$ cat src/rtl/megaram_mem_pkg.sv
// Shared types and constants for the MegaRAM memory-side port engine.
package megaram_mem_pkg;

  typedef enum logic [1:0] {
    MM_IDLE = 2'd0,
    MM_REQ  = 2'd1,
    MM_HOLD = 2'd2
  } mm_state_e;

  // Value presented on the slot bus when no memory data is available.
  localparam logic [7:0] MM_FLOAT_DATA = 8'hFF;

  // Timeout counter is sized for the largest supported TIMEOUT (1023).
  localparam int MM_TIMEOUT_MAX = 1023;
  localparam int MM_TMO_W       = $clog2(MM_TIMEOUT_MAX + 1);

  typedef logic [MM_TMO_W-1:0] mm_tmo_t;

  // True when the Z80 has released every strobe of the slot cycle.
  function automatic logic mm_bus_released(input logic merq_n,
                                           input logic rd_n,
                                           input logic wr_n);
    return merq_n & rd_n & wr_n;
  endfunction

endpackage

$ cat src/rtl/megaram_mem_port_if.sv
// Request/acknowledge link between the MegaRAM port and the memory arbiter.
interface megaram_mem_port_if #(
  parameter int ADDR_W = 23
);
  logic              mem_req;
  logic              mem_wr;
  logic [ADDR_W-1:0] mem_adr;
  logic [7:0]        mem_wdata;
  logic              mem_ack;
  logic [7:0]        mem_rdata;

  // The port engine issues requests.
  modport master (
    output mem_req, mem_wr, mem_adr, mem_wdata,
    input  mem_ack, mem_rdata
  );

  // The memory controller answers them.
  modport slave (
    input  mem_req, mem_wr, mem_adr, mem_wdata,
    output mem_ack, mem_rdata
  );
endinterface

$ cat src/rtl/megaram_mem_watchdog.sv
// Loadable down-counter: expire pulses on the enabled cycle that would take
// the count from 1 to 0, i.e. after load_val enabled cycles.
module megaram_mem_watchdog
  import megaram_mem_pkg::*;
(
  input  logic    clk,
  input  logic    reset,
  input  logic    clr,
  input  logic    load,
  input  mm_tmo_t load_val,
  input  logic    en,
  output logic    expire
);

  mm_tmo_t cnt_q, cnt_d;

  // Next count: clear beats load beats decrement; parks at zero.
  always_comb begin
    // NOTE: cnt_d gets a default first so every path assigns it and no latch is inferred.
    cnt_d = cnt_q;
    if (clr) begin
      cnt_d = '0;
    end else if (load) begin
      cnt_d = load_val;
    end else if (en && (cnt_q != '0)) begin
      cnt_d = cnt_q - 1'b1;
    end
  end

  assign expire = en && !clr && !load && (cnt_q == mm_tmo_t'(1));

  // Counter register.
  always_ff @(posedge clk or posedge reset) begin
    // NOTE: sequential state uses non-blocking assignments so every flop samples pre-edge values.
    if (reset) begin
      cnt_q <= '0;
    end else begin
      cnt_q <= cnt_d;
    end
  end

endmodule

$ cat src/rtl/megaram_mem_port.sv
// MegaRAM/SCC memory-side engine: turns one Z80 slot cycle into one
// req/ack transaction, holds the CPU with WAIT and returns read data.
module megaram_mem_port
  import megaram_mem_pkg::*;
#(
  parameter int ADDR_W  = 23,
  parameter int TIMEOUT = 255
) (
  input  logic              clk,
  input  logic              reset,
  input  logic              cart_ena,
  input  logic              merq_n,
  input  logic              rd_n,
  input  logic              wr_n,
  input  logic              ram_ena,
  input  logic [ADDR_W-1:0] mem_addr,
  input  logic [7:0]        cdin,
  output logic [7:0]        cdout,
  output logic              cdout_oe,
  output logic              wait_n,
  output logic              err_timeout,
  megaram_mem_port_if.master mem
);

  mm_state_e         state_q, state_d;
  logic              mem_req_q, mem_req_d;
  logic              mem_wr_q, mem_wr_d;
  logic [ADDR_W-1:0] mem_adr_q, mem_adr_d;
  logic [7:0]        mem_wdata_q, mem_wdata_d;
  logic [7:0]        cdout_q, cdout_d;
  logic              cdout_oe_q, cdout_oe_d;
  logic              wait_n_q, wait_n_d;
  logic              err_timeout_q, err_timeout_d;

  logic wd_clr, wd_load, wd_en, wd_expire;
  logic start_rd, start_wr;

  // Exactly one strobe must qualify; a write only counts in RAM mode, so
  // bank-switch writes and double strobes never start a transaction.
  assign start_rd = cart_ena & ~merq_n & ~rd_n & wr_n;
  assign start_wr = cart_ena & ~merq_n & ~wr_n & rd_n & ram_ena;

  megaram_mem_watchdog u_watchdog (
    .clk      (clk),
    .reset    (reset),
    .clr      (wd_clr),
    .load     (wd_load),
    .load_val (mm_tmo_t'(TIMEOUT)),
    .en       (wd_en),
    .expire   (wd_expire)
  );

  // Next-state and next-output logic of the transaction FSM.
  always_comb begin
    state_d       = state_q;
    mem_req_d     = mem_req_q;
    mem_wr_d      = mem_wr_q;
    mem_adr_d     = mem_adr_q;
    mem_wdata_d   = mem_wdata_q;
    cdout_d       = cdout_q;
    cdout_oe_d    = cdout_oe_q;
    wait_n_d      = wait_n_q;
    err_timeout_d = 1'b0;
    wd_clr        = 1'b0;
    wd_load       = 1'b0;
    wd_en         = 1'b0;

    unique case (state_q)
      MM_IDLE: begin
        if (start_rd || start_wr) begin
          state_d     = MM_REQ;
          mem_req_d   = 1'b1;
          mem_wr_d    = start_wr;
          mem_adr_d   = mem_addr;
          mem_wdata_d = cdin;
          wait_n_d    = 1'b0;
          cdout_oe_d  = 1'b0;
          wd_load     = 1'b1;
        end else begin
          wd_clr = 1'b1;
        end
      end

      MM_REQ: begin
        wd_en = 1'b1;
        // Ack is checked first so an ack on the expiry cycle still wins.
        if (mem.mem_ack) begin
          if (!mem_wr_q) begin
            cdout_d = mem.mem_rdata;
          end
          mem_req_d  = 1'b0;
          wait_n_d   = 1'b1;
          cdout_oe_d = !mem_wr_q;
          state_d    = MM_HOLD;
        end else if (wd_expire) begin
          mem_req_d     = 1'b0;
          cdout_d       = MM_FLOAT_DATA;
          err_timeout_d = 1'b1;
          wait_n_d      = 1'b1;
          cdout_oe_d    = !mem_wr_q;
          state_d       = MM_HOLD;
        end
      end

      MM_HOLD: begin
        wd_clr = 1'b1;
        // Wait for the whole bus cycle to end so a long strobe cannot retrigger.
        if (mm_bus_released(merq_n, rd_n, wr_n)) begin
          cdout_oe_d = 1'b0;
          state_d    = MM_IDLE;
        end
      end

      default: begin
        state_d    = MM_IDLE;
        mem_req_d  = 1'b0;
        wait_n_d   = 1'b1;
        cdout_oe_d = 1'b0;
      end
    endcase
  end

  // FSM state and registered outputs.
  always_ff @(posedge clk or posedge reset) begin
    if (reset) begin
      state_q       <= MM_IDLE;
      mem_req_q     <= 1'b0;
      mem_wr_q      <= 1'b0;
      mem_adr_q     <= '0;
      mem_wdata_q   <= '0;
      cdout_q       <= MM_FLOAT_DATA;
      cdout_oe_q    <= 1'b0;
      wait_n_q      <= 1'b1;
      err_timeout_q <= 1'b0;
    end else begin
      state_q       <= state_d;
      mem_req_q     <= mem_req_d;
      mem_wr_q      <= mem_wr_d;
      mem_adr_q     <= mem_adr_d;
      mem_wdata_q   <= mem_wdata_d;
      cdout_q       <= cdout_d;
      cdout_oe_q    <= cdout_oe_d;
      wait_n_q      <= wait_n_d;
      err_timeout_q <= err_timeout_d;
    end
  end

  assign mem.mem_req   = mem_req_q;
  assign mem.mem_wr    = mem_wr_q;
  assign mem.mem_adr   = mem_adr_q;
  assign mem.mem_wdata = mem_wdata_q;
  assign cdout         = cdout_q;
  assign cdout_oe      = cdout_oe_q;
  assign wait_n        = wait_n_q;
  assign err_timeout   = err_timeout_q;

endmodule
$ cat src/flat_wrapper.sv
// flat-port wrapper written by rule: the top's interface ports become plain ports
module megaram_mem_port_flat import megaram_mem_pkg::*;
#(
  parameter int ADDR_W  = 23,
  parameter int TIMEOUT = 255
)
  (clk, reset, cart_ena, merq_n, rd_n, wr_n, ram_ena, mem_addr, cdin, cdout, cdout_oe, wait_n, err_timeout, mem_mem_req, mem_mem_wr, mem_mem_adr, mem_mem_wdata, mem_mem_ack, mem_mem_rdata);
  megaram_mem_port_if #(.ADDR_W(ADDR_W)) mem_i ();
  input  logic clk;
  input  logic reset;
  input  logic cart_ena;
  input  logic merq_n;
  input  logic rd_n;
  input  logic wr_n;
  input  logic ram_ena;
  input  logic [ADDR_W-1:0] mem_addr;
  input  logic [7:0] cdin;
  output logic [7:0] cdout;
  output logic cdout_oe;
  output logic wait_n;
  output logic err_timeout;
  output wire logic [$bits(mem_i.mem_req)-1:0] mem_mem_req;
  output wire logic [$bits(mem_i.mem_wr)-1:0] mem_mem_wr;
  output wire logic [$bits(mem_i.mem_adr)-1:0] mem_mem_adr;
  output wire logic [$bits(mem_i.mem_wdata)-1:0] mem_mem_wdata;
  input wire logic [$bits(mem_i.mem_ack)-1:0] mem_mem_ack;
  input wire logic [$bits(mem_i.mem_rdata)-1:0] mem_mem_rdata;
  assign mem_mem_req = mem_i.mem_req;
  assign mem_mem_wr = mem_i.mem_wr;
  assign mem_mem_adr = mem_i.mem_adr;
  assign mem_mem_wdata = mem_i.mem_wdata;
  assign mem_i.mem_ack = mem_mem_ack;
  assign mem_i.mem_rdata = mem_mem_rdata;
  megaram_mem_port #(.ADDR_W(ADDR_W), .TIMEOUT(TIMEOUT)) u_core (.clk(clk), .reset(reset), .cart_ena(cart_ena), .merq_n(merq_n), .rd_n(rd_n), .wr_n(wr_n), .ram_ena(ram_ena), .mem_addr(mem_addr), .cdin(cdin), .cdout(cdout), .cdout_oe(cdout_oe), .wait_n(wait_n), .err_timeout(err_timeout), .mem(mem_i));
endmodule
$ cat config.mk
export PLATFORM = sky130hd
export DESIGN_NAME = megaram_mem_port_flat
export DESIGN_NICKNAME = d
export VERILOG_FILES = /design/src/rtl/megaram_mem_pkg.sv /design/src/rtl/megaram_mem_port_if.sv /design/src/rtl/megaram_mem_watchdog.sv /design/src/rtl/megaram_mem_port.sv /design/src/flat_wrapper.sv
export SDC_FILE = /design/constraint.sdc
export NUM_CORES = 1
export LEC_CHECK = 0
export ABC_AREA = 1
export CORE_UTILIZATION = 35
export CTS_CLUSTER_DIAMETER = 80
export DETAILED_ROUTE_END_ITERATION = 8
export HOLD_SLACK_MARGIN = 0.15
export PLACE_DENSITY = 0.71
export SETUP_SLACK_MARGIN = 0.2
export SKIP_CTS_REPAIR_TIMING = 1
export SYNTH_ARGS = -nofsm -noshare
export SYNTH_HDL_FRONTEND = slang
export SYNTH_HIERARCHICAL = 1
export SYNTH_SLANG_ARGS = --single-unit
$ cat constraint.sdc
create_clock -name clk -period 2.8 [get_ports clk]
set_input_delay 0.84 -clock clk [delete_from_list [all_inputs] [get_ports clk]]
set_output_delay 0.84 -clock clk [all_outputs]
set_load 0.02 [all_outputs]
Word-level counts from Yosys, hierarchy flattened

Cells that the tools add are included.

$add $sub $neg: 1
Multiply operators: 0
Div/mod/pow operators: 0
$lt $le $gt $ge: 0
Eq/ne operators: 7
Shift operators: 0
Mux-type cells: 31
Bitwise operators: 12
Reduce and logical (&&, ||, !) cells: 16

Operators with widths:

| kind                    | number |
|---|---|
| $mux W10                | 3 |
| $mux W8                 | 3 |
| $mux W1                 | 16 |
| $eq A10 B1 Y1 const B   | 1 |
| $reduce_bool A10 Y1     | 1 |
| $sub A10 B1 Y10 const B | 1 |
| $pmux W1 S3             | 3 |
| $reduce_and A3 Y1       | 3 |
| $and A1 B1 Y1           | 8 |
| $mux W2                 | 4 |
| $pmux W2 S3             | 1 |
| $logic_and A1 B1 Y1     | 4 |
| $ne A2 B1 Y1 const B    | 2 |
| $not A1 Y1              | 4 |
| $logic_not A1 Y1        | 3 |
| $ne A3 B3 Y1 const B    | 1 |
| $reduce_bool A3 Y1      | 1 |
| $eq A2 B1 Y1 const B    | 1 |
| $eq A2 B2 Y1 const B    | 1 |
| $logic_not A2 Y1        | 1 |
| $ne A2 B2 Y1 const B    | 1 |
| $pmux W1 S2             | 1 |
| $reduce_and A2 Y1       | 1 |
| $reduce_bool A2 Y1      | 1 |
| $logic_or A1 B1 Y1      | 1 |

Register bits: 56
Latch bits: 0
Bits in writable memories: 0
ROM bits: 0
Output and inout bits: 44
Logic and storage cells: 77
Memories kept: 0

Logic depth before layout (Yosys ltp)

Gate-level depths: netlist of run 1.

Word-level depth: 15
Depth in mapped cells: 16
Gate-level depth less buffers: 15

By module

The synthesis of run 1 kept the hierarchy.

Modules (own cells, without submodules):

| module               | times used | cells each | area each (um2) |
|---|---|---|---|
| megaram_mem_port     | 1          | 214        | 1876.8 |
| megaram_mem_watchdog | 1          | 126        | 818.3 |

Worst setup path after synthesis of run 1

Ideal clock, no wire load.

Path type: input -> register
Start: input port wr_n
End: register u_core.cdout_q[0], in the netlist u_core/cdout[0]
Setup time: 79 ps
Arrival time: 2587 ps
Data required time: 2721 ps
Slack: 135 ps
Cell stages on the path: 16
Buffers on the path: 2
Cells stage by stage: inv_1 -> nand3_1 -> nand2_1 -> nand2_1 -> inv_1 -> nand2_2 -> inv_2 -> buf_4 -> clkinv_4 -> nand4_1 -> nor4_1 -> o21ai_2 -> a21oi_4 -> buf_6 -> o21ai_0 -> o21ai_0

Elaborated cells between the ends (all ways): 17
Those cells by class: 4 x mux; 5 x bitwise; 8 x reduce/logical

RTL lines:

| element                                 | RTL line                   | RTL |
|---|---|---|
| start: declaration                      | flat_wrapper.sv:14         | `input logic wr_n;` |
| $not A1 Y1                              | megaram_mem_port.sv:41     | `assign start_wr = cart_ena & ~merq_n & ~wr_n & rd_n & ram_ena;` |
| $and A1 B1 Y1 (3 in a row)              | megaram_mem_port.sv:41     |  |
| $logic_or A1 B1 Y1 (*)                  | megaram_mem_port.sv:70     | `if (start_rd \|\| start_wr) begin` |
| $mux W1 (*)                             | megaram_mem_port.sv:70     |  |
| $mux W1 (*)                             | megaram_mem_port.sv:68     | `unique case (state_q)` |
| via u_core.wd_load                      | megaram_mem_port.sv:35     | `logic wd_clr, wd_load, wd_en, wd_expire;` |
| $logic_not A1 Y1 (*)                    | megaram_mem_watchdog.sv:30 | `assign expire = en && !clr && !load && (cnt_q == mm_tmo_t'(1));` |
| $logic_and A1 B1 Y1 (*) (2 in a row)    | megaram_mem_watchdog.sv:30 |  |
| via u_core.wd_expire                    | megaram_mem_port.sv:35     |  |
| $reduce_bool A2 Y1 (no source line) (*) | --                         |  |
| $reduce_and A3 Y1 (no source line) (*)  | --                         |  |
| end signal: assignment                  | megaram_mem_port.sv:141    | `cdout_q <= cdout_d;` |
| end: declaration                        | megaram_mem_port.sv:30     | `logic [7:0] cdout_q, cdout_d;` |

Mark *: on every way through the listed nets, which the timed path passes. The rest lies on a longest branch.
A chain may end at the register's enable or synchronous reset.

Worst setup path after layout of run 1

Start: register u_core.mem_wr_q, in the netlist u_core/mem.mem_wr
End: output port mem_mem_wr

RTL lines:

| element                  | RTL line                | RTL |
|---|---|---|
| start: declaration       | megaram_mem_port.sv:27  | `logic mem_wr_q, mem_wr_d;` |
| start signal: assignment | megaram_mem_port.sv:138 | `mem_wr_q <= mem_wr_d;` |
| end: declaration         | flat_wrapper.sv:23      | `output wire logic [$bits(mem_i.mem_wr)-1:0] mem_mem_wr;` |

No word-level cell between the ends.

==> key figures, run 1 <==
Outcome
  • Outcome: finished, final reports clean

Synth
  • Post-synth EDFFs: 0
  • Sequential element share of the synthesized area: 0.524
  • Yosys reg bits: 56
  • Yosys warning total: 6
  • Synthesized area: 0.00270 mm2
  • Mapped Cells: 340
  • Async set-reset flop share out of synthesis: 1.00
  • Synth Area per Inst: 7.93 um2
  • Synth Flop Type: dfrtp_1
  • Number of distinct library cells after synthesis: 29

Drt
  • Routed WL: roughly 6.6 mm
  • Detailed-route wire length per cell: 11.9 um
  • Drc violations: 0
  • Pre-Repair DR Iteration Count: 4
  • Post-DRT Antenna Nets: 0
  • Initial DRC Count: 145
  • Vias per std cell: 4.52
  • Via count: 2502

Hold path
  • Worst Hold Path EP: u_core/mem.mem_req
  • WHS Path Cells: 2
  • Hold path start: u_core/mem.mem_req
  • Worst hold path class: flop to flop

Timing
  • Fin Hold WS: 480 ps
  • Period Utilization, post-route: 0.841
  • Fin crit period: 2350 ps
  • Peak Freq: 425 MHz
  • Hold violation total from the final report: 0
  • Unrepaired setup endpoints after global routing: no
  • # setup viols final: 0
  • Post-Route Skew: 13.3 ps
  • Slew Limit Fails: 0

Final layout
  • Fin area: 0.00402 mm2
  • Post-layout util: 0.548
  • Final net count: approximately 500
  • Most common cell after layout, fill and taps aside: nand2_1
  • Number of diodes: 0
  • Most frequent cells in the layout: 167 x nand2_1, 85 x clkdlybuf4s50_1, 47 x dfrtp_1
  • Reg area: 0.00141 mm2
  • Area of the multi-input gates: roughly 0.0012 mm2
  • Fillers: 662
  • Area Growth Syn to Fin: 49.0%
  • Fraction of layout cells with a size suffix above 1: 0.137
  • Non-Filler Instances: 553

Worst setup path
  • Flop2flop setup slack: 760 ps
  • CP Buf/Inv Count: 1
  • Arr. time, crit path: 1510 ps
  • Worst path slowest cell: clkdlybuf4s50_1
  • Startpoint Class: flop
  • CP max stage delay: between 600 and 700 ps
  • Crit end category: primary output
  • Crit-path max FO: 5
  • Worst Path Required: 1960 ps
  • RR Endpoint: u_core/cdout[5]
  • FF-to-FF path depth: 10
  • Crit path max-delay family: buffers and inverters
  • Reg2reg start: u_core/state_q[1]
  • Setup Crit Path Kind: flop to primary output
  • Worst path cell trace: clkdlybuf4s50_1

Floorplan
  • Top-level port count: 91
  • Core area: 0.00733 mm2
  • Die Area: 0.00806 mm2
  • Core Rows: 31
  • Die width: 89.8 um
  • Initial Util: 0.368
  • Die extent in y: 89.8 um

Clocking
  • H-tree depth: 2
  • Clock tree sinks: 56
  • CTS tree: done
  • Worst-Skew Late Latency: 320 ps
  • Clock Path Buffers: 2
  • Clk root buf: clkbuf_8
  • CTS Buf Count: 5
  • Clk pin slew, worst setup/hold paths: 100 ps

Global route
  • Initial antenna violation count: 0
  • Vias in the first global route: approximately 2400
  • Gr ovfl total: 0
  • Pin count of the biggest net entering global routing: 47
  • First-pass GRT wire length: approximately 11 mm
  • Total track usage: 0.168

Place
  • Area after DPL: 0.00380 mm2
  • Post-DP HPWL: around 4.6 mm
  • Placed Cells: 540
  • Port bufs: 90
  • Routability congestion estimate: roughly 0.83

Run
  • Max Cap Viol: 0

Power and ir drop
  • Design Power: 3590 uW
  • Peak supply drop: 0.000548 V
  • Power Dens Cells: 895 mW/mm2
  • Lkg Pwr: 0.00204 uW
-- cells by family (layout without fill, tap and decap cells) --
logic type | after synthesis | count (layout) | synth area share
DFF | 56 | 56 | 0.524
other | 2 | 10 | 0.00279
xor gates and xnor gates | 2 | 2 | 0.00650
adders and majority gates | 2 | 2 | 0.00928
buffers and inverters | 37 | 142 | 0.0617
AOI/OAI and AO/OA | 28 | 29 | 0.0627
and+or+nand+nor | 213 | 213 | 0.333
-- flip-flops by register name, indices dropped and copies added, names as in the netlist --
register,count
u_core/err_timeout,1
u_core/cdout,8
u_core/state_q,2
u_core/mem.mem_wdata,8
u_core/u_watchdog/cnt_q,10
u_core/mem.mem_wr,1
u_core/mem.mem_req,1
u_core/wait_n,1
u_core/mem.mem_adr,23
u_core/cdout_oe,1
-- per-stage QoR --
stage               TNS [ps]  setup WS [ps]
floorplan                  0            287
global placement        -262          -35.7
detailed placement     -1030           -173
CTS                        0            132
global route               0            316
finish                     0            446
-- cells in the mapped netlist, types with 3 or more instances --
master	count	area, um2
o21ai_0	22	110
nor2_1	13	48.8
nand3_1	16	80.1
buf_4	3	22.5
dfrtp_1	47	1180
nand2_2	3	18.8
buf_2	3	15.0
nand2_1	170	638
inv_2	4	15.0
dfstp_2	9	236
inv_1	24	90.1
nor2_4	3	33.8
-- metal layers --
layer  part of all wire  up-vias  routed length [um]  track usage
met1               0.44     1162                2870        0.218
met3              0.084        2                 555       0.0618
met5                  0        -                   0            0
li1                   -     1261                   -            -
met2               0.48       77                3140        0.262
met4             0.0039        0                  26       0.0505
-- how the worst max path moves through the flow --
stage	cells past startpoint	start	to
after floorplan	16	wr_n	u_core/cdout[0]
after global placement	13	rd_n	u_core/cdout[4]
after detailed placement	13	rd_n	u_core/cdout[0]
after CTS	13	rd_n	u_core/cdout[0]
after global routing	14	wr_n	u_core/cdout[1]
final	1	u_core/mem.mem_wr	mem_mem_wr
-- area by class of cell --
| type | count | share of cell area |
|---|---|---|
| multi-input combinational | 256 | 0.301 |
| clock inverter | 3 | 0.0115 |
| sequential | 56 | 0.352 |
| inverter | 29 | 0.0284 |
| tap | 99 | 0.0309 |
| timing repair buffer | 105 | 0.260 |
| clock buffer | 5 | 0.0171 |
-- power by group --
group | leakage [uW] | internal, uW | switching (uW) | total [uW]
clock | 0.0000548 | 270 | 276 | 546
sequential | 0.000702 | 1140 | 201 | 1340
combinational | 0.00129 | 795 | 911 | 1710
Power figures use the tool's default switching activity.
==> run 2, diff against run 1 <==
--- a/config.mk
+++ b/config.mk
@@ -10,7 +10,7 @@
 export CTS_CLUSTER_DIAMETER = 80
 export DETAILED_ROUTE_END_ITERATION = 8
 export HOLD_SLACK_MARGIN = 0.15
-export PLACE_DENSITY = 0.71
+export PLACE_DENSITY = 0.74
 export SETUP_SLACK_MARGIN = 0.2
 export SKIP_CTS_REPAIR_TIMING = 1
 export SYNTH_ARGS = -nofsm -noshare
==> constraint.sdc (replaced) <==
create_clock -name clk -period 2 [get_ports clk]
set_input_delay 0.6 -clock clk [delete_from_list [all_inputs] [get_ports clk]]
set_output_delay 0.6 -clock clk [all_outputs]
set_load 0.02 [all_outputs]
==> run 2 against run 1 <==
Effect of this change:
- the flow now finishes with violations (negative setup slack)
- global-route usage increased by 0.55 points
- die area did not move
- critical path depth up 14
- combinational power increased by 39%
- core utilization grew 2.9 points
- non-clock buffer count increased by 3
- worst hold slack lost 5.1 ps
- design area increased by 5.3%
- highest routed layer unchanged
- worst setup slack worse by 520 ps
- clock-buffer cell count rose by 1
- via count grew 2.0%
- flip-flop and latch count stayed put
==> key figures, run 2 (synthesis gave the netlist of run 1 again) <==
Place
  • Port bufs: 90
  • Post-DP HPWL: 4.81 mm
  • Place WS: -743 ps
  • Routability congestion estimate: slightly above 0.8

Timing
  • Hold violation total from the final report: 0
  • Unrepaired setup endpoints after global routing: yes
  • Peak Freq: about 480 MHz
  • Slew Limit Fails: 0
  • Period Utilization, post-route: 1.04
  • Final setup margin: -72.9 ps
  • Post-Route Skew: about 4.8 ps
  • Fin crit period: 2070 ps
  • # setup viols final: 10

Worst setup path
  • Startpoint Class: input port
  • Worst Path Required: between 2000 and 2500 ps
  • Crit end category: flop
  • Setup Crit Path Kind: input port to flop
  • Crit-path max FO: 8
  • Arr. time, crit path: 2310 ps

Drt
  • Initial DRC Count: 130
  • Pre-Repair DR Iteration Count: 4
  • Routed WL: approximately 7.2 mm
  • Post-DRT Antenna Nets: 0
  • Vias per std cell: 4.59
  • Detailed-route wire length per cell: between 10 and 15 um
  • Drc violations: 0
  • Via count: around 2600

Global route
  • Total track usage: 0.173
  • Gr ovfl total: 0
  • Initial antenna violation count: 0
  • Pin count of the biggest net entering global routing: 46
  • First-pass GRT wire length: 11.4 mm
  • Vias in the first global route: between 2000 and 3000

Floorplan
  • Die extent in y: 89.8 um
  • Top-level port count: 91
  • Core Rows: 31
  • Die width: 89.8 um
  • Initial Util: 0.368
  • Core area: 0.00733 mm2
  • Die Area: 0.00806 mm2

Final layout
  • Most frequent cells in the layout: 160 x nand2_1, 47 x dlymetal6s2s_1, 46 x dfrtp_1
  • Final net count: between 500 and 600
  • Number of diodes: 0
  • Post-layout util: 0.577
  • Max FFs per register: 23
  • Fraction of layout cells with a size suffix above 1: 0.175
  • Most common cell after layout, fill and taps aside: nand2_1
  • Area Growth Syn to Fin: 56.8%

Power and ir drop
  • Combinational share of power: 0.464
  • Lkg Pwr: 0.00261 uW
  • Clock Power Share: 0.169
  • Cell Int Power: roughly 3200 uW
  • Peak supply drop: 0.000699 V
  • Switching power: between 1500 and 2000 uW
  • Sequential share of power: 0.367
  • Power Dens Cells: 1210 mW/mm2
  • Switching Share: 0.381

Run
  • Max Cap Viol: 0

Clocking
  • CTS Buf Count: 5
  • Clk pin slew, worst setup/hold paths: 90 ps
  • Clock tree sinks: 56
  • CTS tree: done
  • Clock Path Buffers: 2
  • Clk root buf: clkbuf_8
  • Worst-Skew Late Latency: 310 ps
  • H-tree depth: 2

Outcome
  • Outcome: finished, violations left
  • Violated checks: negative setup slack

Hold path
  • Worst hold path class: flop to flop
[run 2: critical path, cell delays in order]
cell and delay (ps):
buf_8 100, buf_6 120, inv_8 40, nand2_2 50
nand2_2 60, nand2_2 60, nand2_2 90, nand2_2 80
inv_2 60, nand4_1 110, nor4_4 310, o21ai_2 170
a21oi_4 240, o21ai_1 100, o21ai_1 100
[run 2: power groups by stage]
stage	clock network (uW)	registers (uW)	logic, uW
after floorplan	0	2320	812
after global placement	0	1890	2330
after detailed placement	0	1880	2380
after CTS	888	1880	2380
after global routing	929	1920	2580
final	864	1880	2370
[run 2: layout make-up]
type / instances / area, um2
flip-flops and latches: 56 / 1410
multi-input cells: 256 / 1240
repair buffers: 108 / 1180
clock buffers: 6 / 72.6
fillers: 629 / 3100
clock inverters: 2 / 60.1
inverters: 29 / 139
well taps: 99 / 124
[run 2: stage by stage]
stage          hold WS (ps)  std cells  instance area [um2]  setup TNS [ps]  total power [uW]
2_1_floorplan           440        348                 2780            -881              3130
3_3_place_gp            461        544                 3870          -21710              4210
3_5_place_dp            466        544                 3870          -25150              4260
4_1_cts                 490        552                 4000           -8390              5150
5_1_grt                 490        556                 4230           -1640              5430
6_report                475        556                 4230            -445              5110
[run 2: layer usage]
metal,vias up,part of all wire,track usage
li1,1264,-,-
met1,1194,0.42,0.213
met2,83,0.50,0.290
met3,10,0.070,0.0550
met4,0,0.013,0.0560
met5,-,0,0
[run 2: worst paths after layout]
kind / slack, ps / to / depth (start not counted) / start
min in group asynchronous: 530 / u_core/err_timeout / 2 / reset
setup reg to reg: 40 / u_core/cdout[3] / 10 / u_core/state_q[1]
max in group asynchronous: 960 / u_core/cdout[3] / 3 / reset
hold reg to reg: 470 / u_core/cdout[2] / 2 / u_core/cdout[2]
setup / recovery: -70 / u_core/cdout[3] / 15 / rd_n
hold / removal: 470 / u_core/cdout[2] / 2 / u_core/cdout[2]
==> run 3, diff against run 2 <==
--- a/config.mk
+++ b/config.mk
@@ -7,6 +7,7 @@
 export LEC_CHECK = 0
 export ABC_AREA = 1
 export CORE_UTILIZATION = 35
+export CTS_BUF_LIST = sky130_fd_sc_hd__clkbuf_4
 export CTS_CLUSTER_DIAMETER = 80
 export DETAILED_ROUTE_END_ITERATION = 8
 export HOLD_SLACK_MARGIN = 0.15
==> run 3 against run 2 <==
Effect of this change:
- the run still ends with negative setup slack left
- first-iteration DRC count fell by 4.6%
- critical path type unchanged
- core utilization fell by 0.90 points
- highest routed layer unchanged
- final cell count did not move
- routed wire length rose by 0.29%
- largest cell class unchanged
- register-to-register slack got worse by 30 ps
- clock skew rose by 5.9 ps
- power fell by 2.7%
- non-clock buffer count did not move
- critical path depth did not move
==> key figures, run 3 (synthesis gave the netlist of run 1 again) <==
Outcome
  • Outcome: finished, violations left
  • Violated checks: negative setup slack

Worst setup path
  • Startpoint Class: input port
  • Arr. time, crit path: roughly 2300 ps
  • Worst Setup SP: rd_n
  • Setup Crit Path Kind: input port to flop
  • Worst Path Required: roughly 2300 ps
  • Crit end category: flop
  • Reg2reg start: u_core/state_q[0]
  • Crit-path max FO: 8

Floorplan
  • Die Area: 0.00806 mm2
  • Die extent in y: 89.8 um
  • Top-level port count: 91
  • Core Rows: 31
  • Die width: 89.8 um
  • Initial Util: 0.368
  • Core area: 0.00733 mm2

Clocking
  • Clock tree sinks: 56
  • Clk pin slew, worst setup/hold paths: between 150 and 200 ps
  • Worst-Skew Late Latency: 380 ps
  • CTS Buf Count: 5
  • Clk root buf: clkbuf_4
  • Clock Path Buffers: 2
  • CTS tree: done
  • H-tree depth: 2

Final layout
  • Number of diodes: 0
  • Area Growth Syn to Fin: 54.4%
  • Fillers: 651
  • Most common cell after layout, fill and taps aside: nand2_1
  • Fin area: 0.00416 mm2
  • Final net count: 505
  • Fraction of layout cells with a size suffix above 1: 0.190
  • Max FFs per register: 23
  • Most frequent cells in the layout: 161 x nand2_1, 44 x dfrtp_1, 41 x dlymetal6s2s_1, 41 x clkdlybuf4s50_1, 20 x inv_1

Timing
  • Fin crit period: 2030 ps
  • # setup viols final: 1
  • Period Utilization, post-route: 1.01
  • Hold violation total from the final report: 0
  • Fin Hold WS: 433 ps
  • Slew Limit Fails: 0
  • Post-Route Skew: 10.7 ps
  • Unrepaired setup endpoints after global routing: yes
  • Peak Freq: 494 MHz
  • Final setup margin: -26.3 ps

Run
  • Max Cap Viol: 0

Global route
  • First-pass GRT wire length: 11.5 mm
  • Pin count of the biggest net entering global routing: 46
  • Initial antenna violation count: 0
  • Total track usage: 0.175
  • Gr ovfl total: 0
  • Vias in the first global route: ~2500

Drt
  • Vias per std cell: ~4.6
  • Pre-Repair DR Iteration Count: 4
  • Detailed-route wire length per cell: 12.9 um
  • Post-DRT Antenna Nets: 0
  • Routed WL: 7.17 mm
  • Drc violations: 0
  • Via count: 2546
  • Initial DRC Count: 124

Power and ir drop
  • Power Dens Cells: around 1200 mW/mm2
  • Peak supply drop: 0.000605 V
  • Lkg Pwr: approximately 0.0025 uW
  • Design Power: 4980 uW

Place
  • Place WS: -743 ps
  • Routability congestion estimate: 0.830
  • Post-DP HPWL: 4.81 mm
  • Port bufs: 90
  • Area after DPL: 0.00387 mm2

Hold path
  • Worst hold path class: input port to asynchronous set/reset pin
run 3: changes by cell type in the layout (fill, tap and decap cells not counted), sizes merged:
cell          change
buf               +1
dlymetal6s2s      -6
clkbuf            +5
run 3: stage by stage:
| step | cells | utilization | setup TNS, ps |
|---|---|---|---|
| detailed placement | 544 | 0.528 | -25150 |
| floorplan | 348 | - | -881 |
| global route | 556 | 0.568 | -738 |
| global placement | 544 | 0.528 | -21710 |
| CTS | 552 | 0.542 | -6620 |
| finish | 556 | 0.568 | -26.3 |
run 3: routing by layer:
metal  vias to the layer above  wire, um  global-route usage
met2                        84      3470               0.290
met1                      1185      3050               0.214
met3                        13       505              0.0550
met5                         -         0                   0
met4                         0       147              0.0601
li1                       1264         -                   -
run 3: area by class of cell:
type                            count  area (um2)  share of cell area
Clock buffer                        6        45.0              0.0108
Clock inverter                      2        60.1              0.0144
Inverter                           29         139              0.0334
Multi-Input combinational cell    256        1240               0.298
Sequential cell                    56        1420               0.340
Tap cell                           99         124              0.0298
Timing Repair Buffer              108        1130               0.273
run 3: final timing paths:
| path | slack, ps | endpoint | depth (start not counted) |
|---|---|---|---|
| setup / recovery | -30 | u_core/cdout[3] | 15 |
| hold / removal | 430 | u_core/mem.mem_wr | 2 |
| setup reg to reg | 10 | u_core/cdout[3] | 10 |
| hold reg to reg | 480 | u_core/cdout[2] | 2 |
| max in group asynchronous | 1050 | u_core/wait_n | 3 |
| min in group clk | 480 | u_core/cdout[2] | 2 |
run 3: worst max-delay path: stages:
cell	delay [ps]
buf_8	100
buf_6	120
inv_8	40
nand2_2	40
nand2_2	60
nand2_2	70
nand2_2	90
nand2_2	70
inv_2	60
nand4_1	110
nor4_4	310
o21ai_2	170
a21oi_4	250
o21ai_1	130
o21ai_1	120
run 3: where the power goes:
part | internal [uW] | switching (uW) | total (uW)
clock | 404 | 360 | 764
sequential | 1600 | 285 | 1890
combinational | 1020 | 1310 | 2330
